--- src/rtl/picoblaze_io_pkg.sv ---
// Shared definitions for the pacoblaze3 I/O bridge.
// Contents:
//   DATA_W        processor port data width
//   IRQ_*_ADDR    fixed port addresses of the interrupt controller registers
//   irq_state_e   interrupt request state machine encoding
package picoblaze_io_pkg;

  localparam int DATA_W = 8;

  localparam logic [7:0] IRQ_PEND_ADDR = 8'hF0;
  localparam logic [7:0] IRQ_MASK_ADDR = 8'hF1;
  localparam logic [7:0] IRQ_CLR_ADDR  = 8'hF2;

  typedef enum logic [1:0] {
    IDLE    = 2'd0,
    REQ     = 2'd1,
    SERVICE = 2'd2
  } irq_state_e;

endpackage

--- src/rtl/picoblaze_irq_ctrl.sv ---
// Edge-triggered interrupt controller for the pacoblaze3 I/O bridge.
// Ports:
//   clk, reset_n   clock, asynchronous active-low reset
//   i_irq_src      interrupt source levels, synchronous to clk
//   i_mask_we      write strobe for the mask register
//   i_clr_we       write strobe for the write-1-to-clear pending register
//   i_wdata        write data for mask / clear
//   i_ack          processor interrupt acknowledge pulse
//   o_pending      pending register
//   o_mask         mask register
//   o_state        current request state (debug visibility and request decode)
//
// Handshake: the request is held while in REQ until i_ack is seen; the
// controller then stays in SERVICE until software writes the clear register.
module picoblaze_irq_ctrl
  import picoblaze_io_pkg::*;
#(
  parameter int NUM_IRQ = 4
) (
  input  logic               clk,
  input  logic               reset_n,
  input  logic [NUM_IRQ-1:0] i_irq_src,
  input  logic               i_mask_we,
  input  logic               i_clr_we,
  input  logic [NUM_IRQ-1:0] i_wdata,
  input  logic               i_ack,
  output logic [NUM_IRQ-1:0] o_pending,
  output logic [NUM_IRQ-1:0] o_mask,
  output irq_state_e         o_state
);

  logic [NUM_IRQ-1:0] r_prev;
  logic [NUM_IRQ-1:0] r_pending;
  logic [NUM_IRQ-1:0] r_mask;
  logic               r_in_service;
  irq_state_e         r_state;

  logic [NUM_IRQ-1:0] w_edge;
  logic [NUM_IRQ-1:0] w_clr;
  logic [NUM_IRQ-1:0] w_pending_nxt;
  logic [NUM_IRQ-1:0] w_mask_nxt;
  irq_state_e         w_state_nxt;

  always_comb begin
    w_edge        = i_irq_src & ~r_prev;
    w_clr         = i_clr_we ? i_wdata : '0;
    // A new edge wins over a clear of the same bit.
    w_pending_nxt = (r_pending & ~w_clr) | w_edge;
    w_mask_nxt    = i_mask_we ? i_wdata : r_mask;
  end

  always_comb begin
    w_state_nxt = r_state;
    case (r_state)
      IDLE: begin
        if (|(r_pending & r_mask) && !r_in_service) w_state_nxt = REQ;
      end
      REQ: begin
        // Look at next-cycle values so a mask/clear write withdraws the
        // request on the very next edge.
        if (i_ack)                                 w_state_nxt = SERVICE;
        else if (!(|(w_pending_nxt & w_mask_nxt))) w_state_nxt = IDLE;
      end
      SERVICE: begin
        if (i_clr_we) w_state_nxt = IDLE;
      end
      default: w_state_nxt = IDLE;
    endcase
  end

  always_ff @(posedge clk or negedge reset_n) begin
    if (!reset_n) begin
      // All-ones so a source already high at reset release is not an edge.
      r_prev       <= '1;
      r_pending    <= '0;
      r_mask       <= '0;
      r_in_service <= 1'b0;
      r_state      <= IDLE;
    end else begin
      r_prev       <= i_irq_src;
      r_pending    <= w_pending_nxt;
      r_mask       <= w_mask_nxt;
      // in_service tracks residence in SERVICE: set by ack, cleared by 0xF2.
      r_in_service <= (w_state_nxt == SERVICE);
      r_state      <= w_state_nxt;
    end
  end

  assign o_pending = r_pending;
  assign o_mask    = r_mask;
  assign o_state   = r_state;

endmodule

--- src/rtl/picoblaze_io_bridge.sv ---
// I/O and interrupt front-end for a pacoblaze3 core: registered read mux,
// address-decoded output registers and an edge-triggered interrupt controller.
// Ports:
//   clk, reset_n         clock, asynchronous active-low reset
//   port_id              processor port address
//   write_strobe         write qualifier
//   read_strobe          read qualifier (reads have no side effects)
//   out_port             processor write data
//   in_port              registered read data (1-cycle latency from port_id)
//   interrupt            interrupt request
//   interrupt_ack        processor acknowledge pulse
//   in_data              NUM_IN input channels, channel k at [8k+7:8k]
//   out_data             NUM_OUT output registers, register k at [8k+7:8k]
//   irq_src              NUM_IRQ interrupt source levels
//   out_wr_stb           (PICO_IO_WR_STROBE_EN only) one-cycle pulse per
//                        output register, aligned with its update
// Build option: define PICO_IO_WR_STROBE_EN to add out_wr_stb.
module picoblaze_io_bridge
  import picoblaze_io_pkg::*;
#(
  parameter int         NUM_IN   = 4,
  parameter int         NUM_OUT  = 3,
  parameter logic [7:0] OUT_BASE = 8'h80,
  parameter int         NUM_IRQ  = 4
) (
  input  logic                      clk,
  input  logic                      reset_n,
  input  logic [7:0]                port_id,
  input  logic                      write_strobe,
  input  logic                      read_strobe,
  input  logic [DATA_W-1:0]         out_port,
  output logic [DATA_W-1:0]         in_port,
  output logic                      interrupt,
  input  logic                      interrupt_ack,
  input  logic [NUM_IN*DATA_W-1:0]  in_data,
  output logic [NUM_OUT*DATA_W-1:0] out_data,
  input  logic [NUM_IRQ-1:0]        irq_src
`ifdef PICO_IO_WR_STROBE_EN
  ,
  output logic [NUM_OUT-1:0]        out_wr_stb
`endif
);

  logic [DATA_W-1:0]                r_in_port;
  logic [NUM_OUT-1:0][DATA_W-1:0]   r_out_data;

  logic [NUM_OUT-1:0] w_out_we;
  logic [DATA_W-1:0]  w_rd_data;
  logic [DATA_W-1:0]  w_pend_ext;
  logic [DATA_W-1:0]  w_mask_ext;
  logic [NUM_IRQ-1:0] w_pending;
  logic [NUM_IRQ-1:0] w_mask;
  logic               w_mask_we;
  logic               w_clr_we;
  irq_state_e         w_irq_state;
  logic               w_unused_rd;

  // Reads are side-effect free, so the read qualifier carries no logic.
  assign w_unused_rd = read_strobe;

  assign w_mask_we = write_strobe && (port_id == IRQ_MASK_ADDR);
  assign w_clr_we  = write_strobe && (port_id == IRQ_CLR_ADDR);

  always_comb begin
    w_out_we = '0;
    for (int k = 0; k < NUM_OUT; k++) begin
      if (write_strobe && (port_id == 8'(OUT_BASE + k))) w_out_we[k] = 1'b1;
    end
  end

  always_comb begin
    w_pend_ext = '0;
    w_pend_ext[NUM_IRQ-1:0] = w_pending;
    w_mask_ext = '0;
    w_mask_ext[NUM_IRQ-1:0] = w_mask;

    // Unmapped addresses fall through to zero.
    w_rd_data = '0;
    for (int k = 0; k < NUM_IN; k++) begin
      if (port_id == 8'(k)) w_rd_data = in_data[DATA_W*k +: DATA_W];
    end
    if (port_id == IRQ_PEND_ADDR) w_rd_data = w_pend_ext;
    if (port_id == IRQ_MASK_ADDR) w_rd_data = w_mask_ext;
  end

  always_ff @(posedge clk or negedge reset_n) begin
    if (!reset_n) begin
      r_in_port  <= '0;
      r_out_data <= '0;
    end else begin
      r_in_port <= w_rd_data;
      for (int k = 0; k < NUM_OUT; k++) begin
        if (w_out_we[k]) r_out_data[k] <= out_port;
      end
    end
  end

  assign in_port  = r_in_port;
  assign out_data = r_out_data;

`ifdef PICO_IO_WR_STROBE_EN
  logic [NUM_OUT-1:0] r_wr_stb;

  // Registered copy of the write enables lines up with the data update.
  always_ff @(posedge clk or negedge reset_n) begin
    if (!reset_n) r_wr_stb <= '0;
    else          r_wr_stb <= w_out_we;
  end

  assign out_wr_stb = r_wr_stb;
`else
  // No per-register write pulses in this build.
`endif

  picoblaze_irq_ctrl #(
    .NUM_IRQ (NUM_IRQ)
  ) u_irq_ctrl (
    .clk       (clk),
    .reset_n   (reset_n),
    .i_irq_src (irq_src),
    .i_mask_we (w_mask_we),
    .i_clr_we  (w_clr_we),
    .i_wdata   (out_port[NUM_IRQ-1:0]),
    .i_ack     (interrupt_ack),
    .o_pending (w_pending),
    .o_mask    (w_mask),
    .o_state   (w_irq_state)
  );

  // Request is a pure decode of the registered state, so it is glitch-free
  // and drops asynchronously with reset.
  assign interrupt = (w_irq_state == REQ);

endmodule

--- config.mk ---
export PLATFORM = sky130hd
export DESIGN_NAME = picoblaze_io_bridge
export DESIGN_NICKNAME = d
export VERILOG_FILES = /design/src/rtl/picoblaze_io_pkg.sv /design/src/rtl/picoblaze_irq_ctrl.sv /design/src/rtl/picoblaze_io_bridge.sv
export SDC_FILE = /design/constraint.sdc
export NUM_CORES = 1
export LEC_CHECK = 0
export CAP_MARGIN = 40
export CORE_ASPECT_RATIO = 1.4
export CORE_UTILIZATION = 40
export DETAILED_ROUTE_END_ITERATION = 8
export GPL_TIMING_DRIVEN = 0
export PLACE_DENSITY = 0.87
export SLEW_MARGIN = 30
export SYNTH_ARGS = -nofsm -noshare
export SYNTH_HDL_FRONTEND = slang
export SYNTH_SLANG_ARGS = --single-unit
--- constraint.sdc ---
create_clock -name clk -period 1.5 [get_ports clk]
set_input_delay 0.375 -clock clk [delete_from_list [all_inputs] [get_ports clk]]
set_output_delay 0.375 -clock clk [all_outputs]
set_load 0.01 [all_outputs]
-- Word-level counts from Yosys, hierarchy flattened
Index checks and enable logic that the tools add are counted.
- register bits after elaboration: 47
- input port bits: 57
- output and inout port bits: 33
- word-level logic and storage cells: 55
- eq/ne operators: 12
- multiplexer cells: 16
- bitwise logic cells: 7
- reduce and logical (&&, ||, !) cells: 11
- operator list (operator ; count):
    $eq A8 B8 Y1 const B ; 6
    $mux W8 ; 6
    $and A4 B4 Y4 ; 4
    $eq A8 B2 Y1 const B ; 2
    $eq A8 B1 Y1 const B ; 1
    $logic_not A8 Y1 ; 1
    $mux W2 ; 4
    $mux W4 ; 2
    $not A4 Y4 ; 2
    $reduce_or A4 Y1 ; 2
    $logic_and A1 B1 Y1 ; 6
    $pmux W2 S3 ; 1
    $eq A2 B2 Y1 const B ; 2
    $or A4 B4 Y4 ; 1
    $mux W1 ; 3
    $eq A2 B1 Y1 const B ; 1
    $logic_not A2 Y1 ; 1
    $logic_not A1 Y1 ; 1

-- Depth between registers and ports, before layout
Gate-level depths: netlist (run 1).
- depth after elaboration: 12
- mapped depth: 7
- depth with buffers taken out: 5

-- Cells and area by module
Synthesis (run 1) repeated with hierarchy kept, for this count alone.
- cells, all modules: 168
- area total of the unflattened synthesis: 2170.8 µm²
- by module, submodules not included (module ; times used ; cells each ; area each (µm²) ; seq. area each (µm²)):
    picoblaze_io_bridge ; 1 ; 123 ; 1561.5 ; 800.8
    picoblaze_irq_ctrl ; 1 ; 45 ; 609.3 ; 380.4

-- Least setup slack after synthesis (run 1)
No wires, ideal clock.
- path type: input -> register
- start: input port_id[0]
- end: register u_irq_ctrl.r_state[0] (netlist: u_irq_ctrl.o_state[0])
- library setup time: 0.126 ns
- arrival: 1.891 ns
- required time: 1.374 ns
- slack: -0.518 ns
- stages on the path: 7
- buffers on the path: 2
- cells stage by stage: buf_2 -> or4b_1 -> buf_2 -> o31ai_2 -> a22oi_1 -> a2111oi_2 -> o41ai_1
- word-level cells in the longest chain between the ends: 11
- elaborated cells on any way between the ends: 15
- classes of those cells: eq/ne: 2; mux: 6; bitwise: 4; reduce/logical: 3
- ends and longest elaborated chain (element ; line ; source):
    start, declared ; picoblaze_io_bridge.sv:28 ; input logic [7:0] port_id,
    $eq A8 B8 Y1 ; picoblaze_io_bridge.sv:62 ; assign w_clr_we = write_strobe && (port_id == IRQ_CLR_ADDR);
    $logic_and A1 B1 Y1 ; picoblaze_io_bridge.sv:62 ;
    $mux W4 ; picoblaze_irq_ctrl.sv:46 ; w_clr = i_clr_we ? i_wdata : '0;
    $not A4 Y4 ; picoblaze_irq_ctrl.sv:48 ; w_pending_nxt = (r_pending & ~w_clr) | w_edge;
    $and A4 B4 Y4 ; picoblaze_irq_ctrl.sv:48 ;
    $or A4 B4 Y4 ; picoblaze_irq_ctrl.sv:48 ;
    $and A4 B4 Y4 ; picoblaze_irq_ctrl.sv:62 ; else if (!(|(w_pending_nxt & w_mask_nxt))) w_state_nxt = IDLE;
    $reduce_or A4 Y1 ; picoblaze_irq_ctrl.sv:62 ;
    $mux W2 ; picoblaze_irq_ctrl.sv:62 ;
    $mux W2 ; picoblaze_irq_ctrl.sv:61 ; if (i_ack) w_state_nxt = SERVICE;
    $pmux W2 S3 * ; picoblaze_irq_ctrl.sv:54 ; case (r_state)
    named net u_irq_ctrl.w_state_nxt[0] ; picoblaze_irq_ctrl.sv:42 ; irq_state_e w_state_nxt;
    end signal, assigned ; picoblaze_irq_ctrl.sv:85 ; r_state <= w_state_nxt;
    end, declared ; picoblaze_irq_ctrl.sv:36 ; irq_state_e r_state;
The timed path passes the listed nets; every way through them passes the cells marked *.
A chain may end at the register's enable or synchronous reset.

-- Worst setup path in the final report (run 1)
- start: input port_id[3]
- end: register u_irq_ctrl.r_state[0] (netlist: u_irq_ctrl.o_state[0])
- word-level cells in the longest chain between the ends: 11
- elaborated cells on any way between the ends: 15
- classes of those cells: eq/ne: 2; mux: 6; bitwise: 4; reduce/logical: 3
- ends and longest elaborated chain (element ; line ; source):
    $eq A8 B8 Y1 ; picoblaze_io_bridge.sv:62 ;
    $logic_and A1 B1 Y1 ; picoblaze_io_bridge.sv:62 ;
    $mux W4 ; picoblaze_irq_ctrl.sv:46 ;
    $not A4 Y4 ; picoblaze_irq_ctrl.sv:48 ;
    $and A4 B4 Y4 ; picoblaze_irq_ctrl.sv:48 ;
    $or A4 B4 Y4 ; picoblaze_irq_ctrl.sv:48 ;
    named net u_irq_ctrl.w_pending_nxt[3] ; picoblaze_irq_ctrl.sv:40 ; logic [NUM_IRQ-1:0] w_pending_nxt;
    $and A4 B4 Y4 ; picoblaze_irq_ctrl.sv:62 ;
    $reduce_or A4 Y1 ; picoblaze_irq_ctrl.sv:62 ;
    $mux W2 ; picoblaze_irq_ctrl.sv:62 ;
    $mux W2 ; picoblaze_irq_ctrl.sv:61 ;
    $pmux W2 S3 ; picoblaze_irq_ctrl.sv:54 ;
    named net u_irq_ctrl.w_state_nxt[0] ; picoblaze_irq_ctrl.sv:42 ;
The timed path passes the listed nets, and every way through them passes these cells.

==> results.py, run 1 <==
metrics = {
    "outcome": {
        "run_status": "complete, but fails checks",
        "failed_checks": "setup timing",
    },
    "floorplan": {
        "starting_density_pct": 41.2,
        "fp-row-count": 31,
        "fp.dieArea_um2": 5610,
        "fp.dieH_um": 88.3,
        "chipWidth_um": 63.6,
        "core_area_um2": 5160,
        "count_of_boundary_i_o_pins": 90,
    },
    "synth": {
        "synth.area.top_cells": "dfrtp_1 (51%), mux2_1 (13%), a22oi_1 (6.7%)",
        "syn-num-nets": 234,
        "number_of_warnings_reported_in_the_yosys_synthesis_log": 0,
        "syn_inst": 177,
        "yosys.area.top_type": "dfrtp_1",
        "synth.distinct_cells": 32,
        "synth.yosys.seq_area_share_pct": 55.6,
        "post_synth.cell_area_avg_um2": 12.0,
        "synth_top_area_share_pct": 50.6,
        "synth-seq-cells": 47,
        "post_synth_instance_area_um2": 2130,
    },
    "layout": {
        "n_antenna_cell": 0,
        "final_net_count": 348,
        "n_fill_cell": 357,
        "most_common_cell_after_layout_fill_and_taps_aside": "dfrtp_1",
        "layout.core_utilization_pct": 73.5,
        "instances_no_fill": 358,
        "post_route_cells_drive_above_1_share_pct": 37.7,
        "layout.cells.most_common_list": "dfrtp_1 (43), clkdlybuf4s50_1 (42), dlygate4sd2_1 (33)",
        "sequential_cell_area_um2": 1180,
        "areaGrowthSynthToFinish_pct": 78.3,
        "multi_input_comb_area_um2": 1290,
    },
    "grt": {
        "track_usage_pct": 22.7,
        "first_global_vias": 2035,
        "grt_max_degree": 48,
        "number_of_antenna_violations_at_the_first_check_in_global_routing": 0,
        "grt_remaining_overflow": 0,
        "wire_length_of_the_first_global_routing_pass_um": 9560,
    },
    "sta": {
        "fin_crit_share_pct": 119,
        "setup_viol": 18,
        "report.final.slew_viol_count": 0,
        "rsz_0062_raised_after_global_routing": "yes",
        "slew_headroom_pct": 61.8,
        "fin_crit_ns": 1.79,
        "final.setup.worst_slack_ns": -0.285,
        "worst_pin_slew_ns": 0.573,
        "hold_viol_final": 0,
        "timing.clock.skew_ns": 0.00139,
        "maxClockFrequency_mhz": 560,
    },
    "min_path": {
        "holdCritPathClass": "primary input to asynchronous set/reset pin",
    },
    "routing": {
        "drt_first_pass_iters": 4,
        "routed_wl_um": 6620,
        "ant_nets": 0,
        "via_count": 2043,
        "remaining_drc_errors": 0,
        "routed_via_density": 5.71,
        "wl_per_cell_um": 18.5,
        "detailedRoute.firstIterationViolations": 120,
    },
    "cts": {
        "path_clk_slew_ns": 0.09,
        "insertion_delay_ns": 0.30,
        "cts-buffers-inserted": 5,
        "htree_num_levels": 2,
        "max-clock-path-buffers": 2,
        "post_cts_hold_buffer_count": 0,
        "clock_tree_from_tritoncts": "built",
        "cts-root-buf": "clkbuf_8",
        "numClockSinks": 47,
    },
    "critical_path": {
        "regToRegStartpoint": "u_irq_ctrl.o_pending[3]",
        "worstSetupStartpointType": "primary input",
        "regToRegSetupSlack_ns": 0.15,
        "cp_slowest_stage_delay_ns": 0.56,
        "path_class": "primary input to register",
        "crit_end": "u_irq_ctrl.o_state[0]",
        "crit_path_max_fanout": 6,
        "crit_path_launch": "port_id[3]",
        "path_cells": "buf_12 > or4b_4 > buf_12 > nor3_4 > o21bai_2 > a2111oi_4 > o41ai_2",
        "cp.arrival_ns": 1.98,
        "timing.critical_path.to_type": "register",
        "worst_reg2reg_path_depth": 5,
        "crit_slowest_cell": "or4b_4",
        "crit_top_cell": "buf_12",
        "worstReg2RegEnd": "u_irq_ctrl.o_state[0]",
        "cp_data_required_time_ns": 1.69,
    },
    "power": {
        "power_density_nw_per_um2": 753,
        "cellLeakagePower_uw": 0.00188,
        "ir_worst_vdd_mv": 0.548,
        "total_power_uw": 2850,
    },
    "place": {
        "detailedPlace.worstSlack_ns": -1.29,
        "place.port_buffers": 86,
        "dp.final_hpwl_um": 4040,
        "numPlacedInstances": 329,
        "finalWeightedCongestion": 0.798,
    },
    "job": {
        "timing.max_cap.violations": 0,
    },
}
==> registers in the layout, summed over array words and instances (netlist names) <==
signal	cells
in_port	8
out_data	24
u_irq_ctrl.o_mask	4
u_irq_ctrl.o_pending	4
u_irq_ctrl.o_state	2
u_irq_ctrl.r_in_service	1
u_irq_ctrl.r_prev	4
==> critical path: cells and delay by family <==
| family | cells | cell delay [ns] |
|---|---|---|
| and+or+nand+nor | 2 | 0.79 |
| AOI/OAI and AO/OA | 3 | 0.53 |
| buffers and inverters | 2 | 0.27 |
==> final cells by class <==
type / count / area share, %
tap: 66 / 2.18
buffer: 2 / 1.06
clock inverter: 3 / 1.16
multi-input combinational: 118 / 33.9
clock buffer: 5 / 1.82
inverter: 7 / 0.693
sequential: 47 / 31.2
timing repair buffer: 110 / 28.0
==> cell usage after synthesis <==
| cell | n |
|---|---|
| buf_2 | 2 |
| and4_1 | 1 |
| or4b_1 | 2 |
| nand4_1 | 4 |
| nor4b_4 | 1 |
| a221oi_1 | 1 |
| dfrtp_1 | 43 |
| nand2b_1 | 4 |
| mux2_1 | 24 |
| o31ai_2 | 1 |
| o21ai_1 | 2 |
| a22o_1 | 5 |
| nor3_2 | 2 |
| a2111oi_2 | 1 |
| nand3_1 | 5 |
| nand2_1 | 17 |
| nor2_1 | 6 |
| o21ai_0 | 4 |
| nor4_1 | 2 |
| o31ai_1 | 5 |
| o41ai_1 | 1 |
| nor3_1 | 1 |
| mux2_2 | 1 |
| or3_1 | 1 |
| o211ai_1 | 4 |
| or4_1 | 2 |
| inv_1 | 7 |
| o21bai_1 | 1 |
| a22oi_1 | 19 |
| dfstp_2 | 4 |
| o22ai_1 | 1 |
| clkbuf_1 | 3 |
==> kinds of logic after synthesis <==
| kind of cell | after synthesis | synth area share, % |
|---|---|---|
| buf+inv | 12 | 2.24 |
| simple gates | 48 | 12.8 |
| flops | 47 | 55.6 |
| mux | 25 | 13.2 |
| compound gates | 45 | 16.1 |
==> power by group <==
part / internal (uW) / switching [uW] / leakage, uW / total (uW)
registers: 1350 / 47.8 / 0.000614 / 1390
logic: 307 / 231 / 0.00120 / 538
clock network: 496 / 426 / 0.0000581 / 922
==> worst min-delay path by stage <==
stage / to / from / slack, ns
finish: out_data[0] / reset_n / 0.07
detailed placement: out_data[14] / reset_n / 0.41
floorplan: in_port[0] / reset_n / 0.08
global route: out_data[22] / reset_n / 0.12
global placement: out_data[0] / out_data[0] / 0.48
CTS: out_data[14] / reset_n / 0.09
==> stage by stage <==
step | cell area [um^2] | hold slack, ns | setup TNS [ns]
2_1_floorplan | 2360 | 0.0794 | -7.47
3_3_place_gp | 3310 | 0.476 | -88.17
3_5_place_dp | 3310 | 0.412 | -37.44
4_1_cts | 3570 | 0.0898 | -1.67
5_1_grt | 3790 | 0.119 | -2.41
6_report | 3790 | 0.0742 | -1.95
==> what timing repair did <==
item | 4_1_cts | 5_1_grt
pin swaps | 26 | 25
resized for setup | 96 | 33
setup endpoints to repair | 76 | 26
buffers inserted | 14 | 11
==> metal layers <==
layer / vias to the layer above / GRT usage, % / wire, um
met3: 25 / 4.38 / 386
li1: 909 / - / -
met1: 987 / 23.2 / 2310
met5: - / 0 / 0
met2: 122 / 44.1 / 3700
met4: 0 / 10.7 / 223
Note: power is estimated with default switching activity, not from simulation.
==> inputs of run 2 (changes only) <==
--- a/config.mk
+++ b/config.mk
@@ -11,6 +11,7 @@
 export DETAILED_ROUTE_END_ITERATION = 8
 export GPL_TIMING_DRIVEN = 0
 export PLACE_DENSITY = 0.87
+export SKIP_CTS_REPAIR_TIMING = 1
 export SLEW_MARGIN = 30
 export SYNTH_ARGS = -nofsm -noshare
 export SYNTH_HDL_FRONTEND = slang
==> results.py, run 2 (synthesis gave the netlist of run 1 again) <==
metrics = {
    "outcome": {
        "run_status": "complete, but fails checks",
        "failed_checks": "setup timing",
    },
    "grt": {
        "grt_max_degree": 48,
        "track_usage_pct": 20.0,
        "grt_remaining_overflow": 0,
        "number_of_antenna_violations_at_the_first_check_in_global_routing": 0,
        "wire_length_of_the_first_global_routing_pass_um": 8630,
        "first_global_vias": 1824,
    },
    "cts": {
        "clock_tree_from_tritoncts": "built",
        "cts-root-buf": "clkbuf_8",
        "insertion_delay_ns": 0.30,
        "numClockSinks": 47,
        "cts-buffers-inserted": 5,
        "htree_num_levels": 2,
        "max-clock-path-buffers": 2,
        "path_clk_slew_ns": 0.08,
    },
    "sta": {
        "fin_crit_share_pct": 120,
        "fin_crit_ns": 1.81,
        "hold_viol_final": 0,
        "timing.clock.skew_ns": 0.00388,
        "rsz_0062_raised_after_global_routing": "yes",
        "final.setup.tns_ns": -1.71,
        "maxClockFrequency_mhz": 553,
        "final.setup.worst_slack_ns": -0.307,
        "worst_pin_slew_ns": 0.580,
        "report.final.slew_viol_count": 0,
        "slew_headroom_pct": 61.4,
        "setup_viol": 17,
    },
    "layout": {
        "areaGrowthSynthToFinish_pct": 76.3,
        "design_area_um2": 3750,
        "multi_input_comb_area_um2": 1210,
        "n_antenna_cell": 0,
        "largest_reg_flops": 24,
        "post_route_cells_drive_above_1_share_pct": 33.9,
        "n_fill_cell": 348,
        "final_net_count": 342,
        "sequential_cell_area_um2": 1180,
        "layout.cells.most_common_list": "dfrtp_1 (43), clkdlybuf4s50_1 (43), dlymetal6s2s_1 (35)",
        "layout.core_utilization_pct": 72.6,
    },
    "critical_path": {
        "cp.arrival_ns": 1.99,
        "regToRegSetupSlack_ns": 0.11,
        "path_class": "primary input to register",
        "timing.critical_path.to_type": "register",
        "crit_path_max_fanout": 6,
        "cp_data_required_time_ns": 1.68,
        "worstSetupStartpointType": "primary input",
    },
    "place": {
        "postPlaceCellArea_um2": 3310,
        "finalWeightedCongestion": 0.798,
        "dp.final_hpwl_um": 4040,
        "place.port_buffers": 86,
    },
    "routing": {
        "detailedRoute.firstIterationViolations": 71,
        "wl_per_cell_um": 16.7,
        "remaining_drc_errors": 0,
        "drt_first_pass_iters": 4,
        "ant_nets": 0,
        "routed_via_density": 5.62,
        "routed_wl_um": 5900,
        "via_count": 1977,
    },
    "floorplan": {
        "count_of_boundary_i_o_pins": 90,
        "starting_density_pct": 41.2,
        "core_area_um2": 5160,
        "chipWidth_um": 63.6,
        "fp.dieArea_um2": 5610,
        "fp-row-count": 31,
        "fp.dieH_um": 88.3,
    },
    "power": {
        "ir_worst_vdd_mv": 0.552,
        "total_power_uw": 2820,
        "cellLeakagePower_uw": 0.00227,
        "power_density_nw_per_um2": 751,
    },
    "job": {
        "timing.max_cap.violations": 0,
    },
    "min_path": {
        "holdCritPathClass": "primary input to asynchronous set/reset pin",
    },
}
-- run 2: cell types whose count changed in the layout (fill, tap and decap cells not counted), sizes merged --
cell / delta
dlygate4sd2: -33
dlymetal6s2s: +33
buf: -8
clkbuf: +2
clkdlybuf4s15: -1
clkdlybuf4s50: +1
-- run 2: area by class of cell --
cell class                 count  area share, %
sequential                    47           31.5
inverter                       7          0.701
timing repair buffer         103           28.6
multi-input combinational    118           32.3
clock buffer                   5           1.84
tap                           66           2.20
clock inverter                 3           1.17
buffer                         3           1.60
-- run 2: layer usage --
metal	share of wire, %	wire length (um)	track usage (%)
met2	57	3330	38.1
met1	37	2150	22.5
met4	1.8	105	6.40
met5	0	0	0
met3	5.2	304	3.61
-- run 2: power breakdown --
part / switching, uW / internal (uW)
clock network: 416 / 496
logic: 211 / 299
registers: 48.6 / 1350
-- run 2: worst paths after layout --
check / startpoint / end / cells past startpoint
min in group clk: write_strobe / u_irq_ctrl.o_mask[2] / 3
hold reg to reg: out_data[0] / out_data[0] / 1
setup reg to reg: u_irq_ctrl.o_pending[3] / u_irq_ctrl.o_state[0] / 5
max in group asynchronous: reset_n / in_port[5] / 1
hold / removal: reset_n / out_data[6] / 1
setup / recovery: port_id[0] / u_irq_ctrl.o_state[0] / 7
-- run 2: through the flow --
stage	setup slack, ns	std cells	hold WS (ns)
global placement	-1.26	329	0.476
finish	-0.307	352	0.0687
floorplan	-0.414	177	0.0794
CTS	-0.981	337	0.0898
global route	-0.352	352	0.116
detailed placement	-1.29	329	0.412
-- run 2: critical path, cell delays in order --
cell and delay, ns:
buf_12 0.11, or4b_4 0.54, buf_8 0.16, nor3_4 0.25, o21bai_2 0.12, a2111oi_4 0.34, o41ai_2 0.11
==> inputs of run 3 (changes only) <==
--- a/config.mk
+++ b/config.mk
@@ -8,6 +8,7 @@
 export CAP_MARGIN = 40
 export CORE_ASPECT_RATIO = 1.4
 export CORE_UTILIZATION = 40
+export CTS_CLUSTER_DIAMETER = 200
 export DETAILED_ROUTE_END_ITERATION = 8
 export GPL_TIMING_DRIVEN = 0
 export PLACE_DENSITY = 0.87
==> results of run 3 <==
The final DEF is identical to that of run 2; final timing and power are the same.
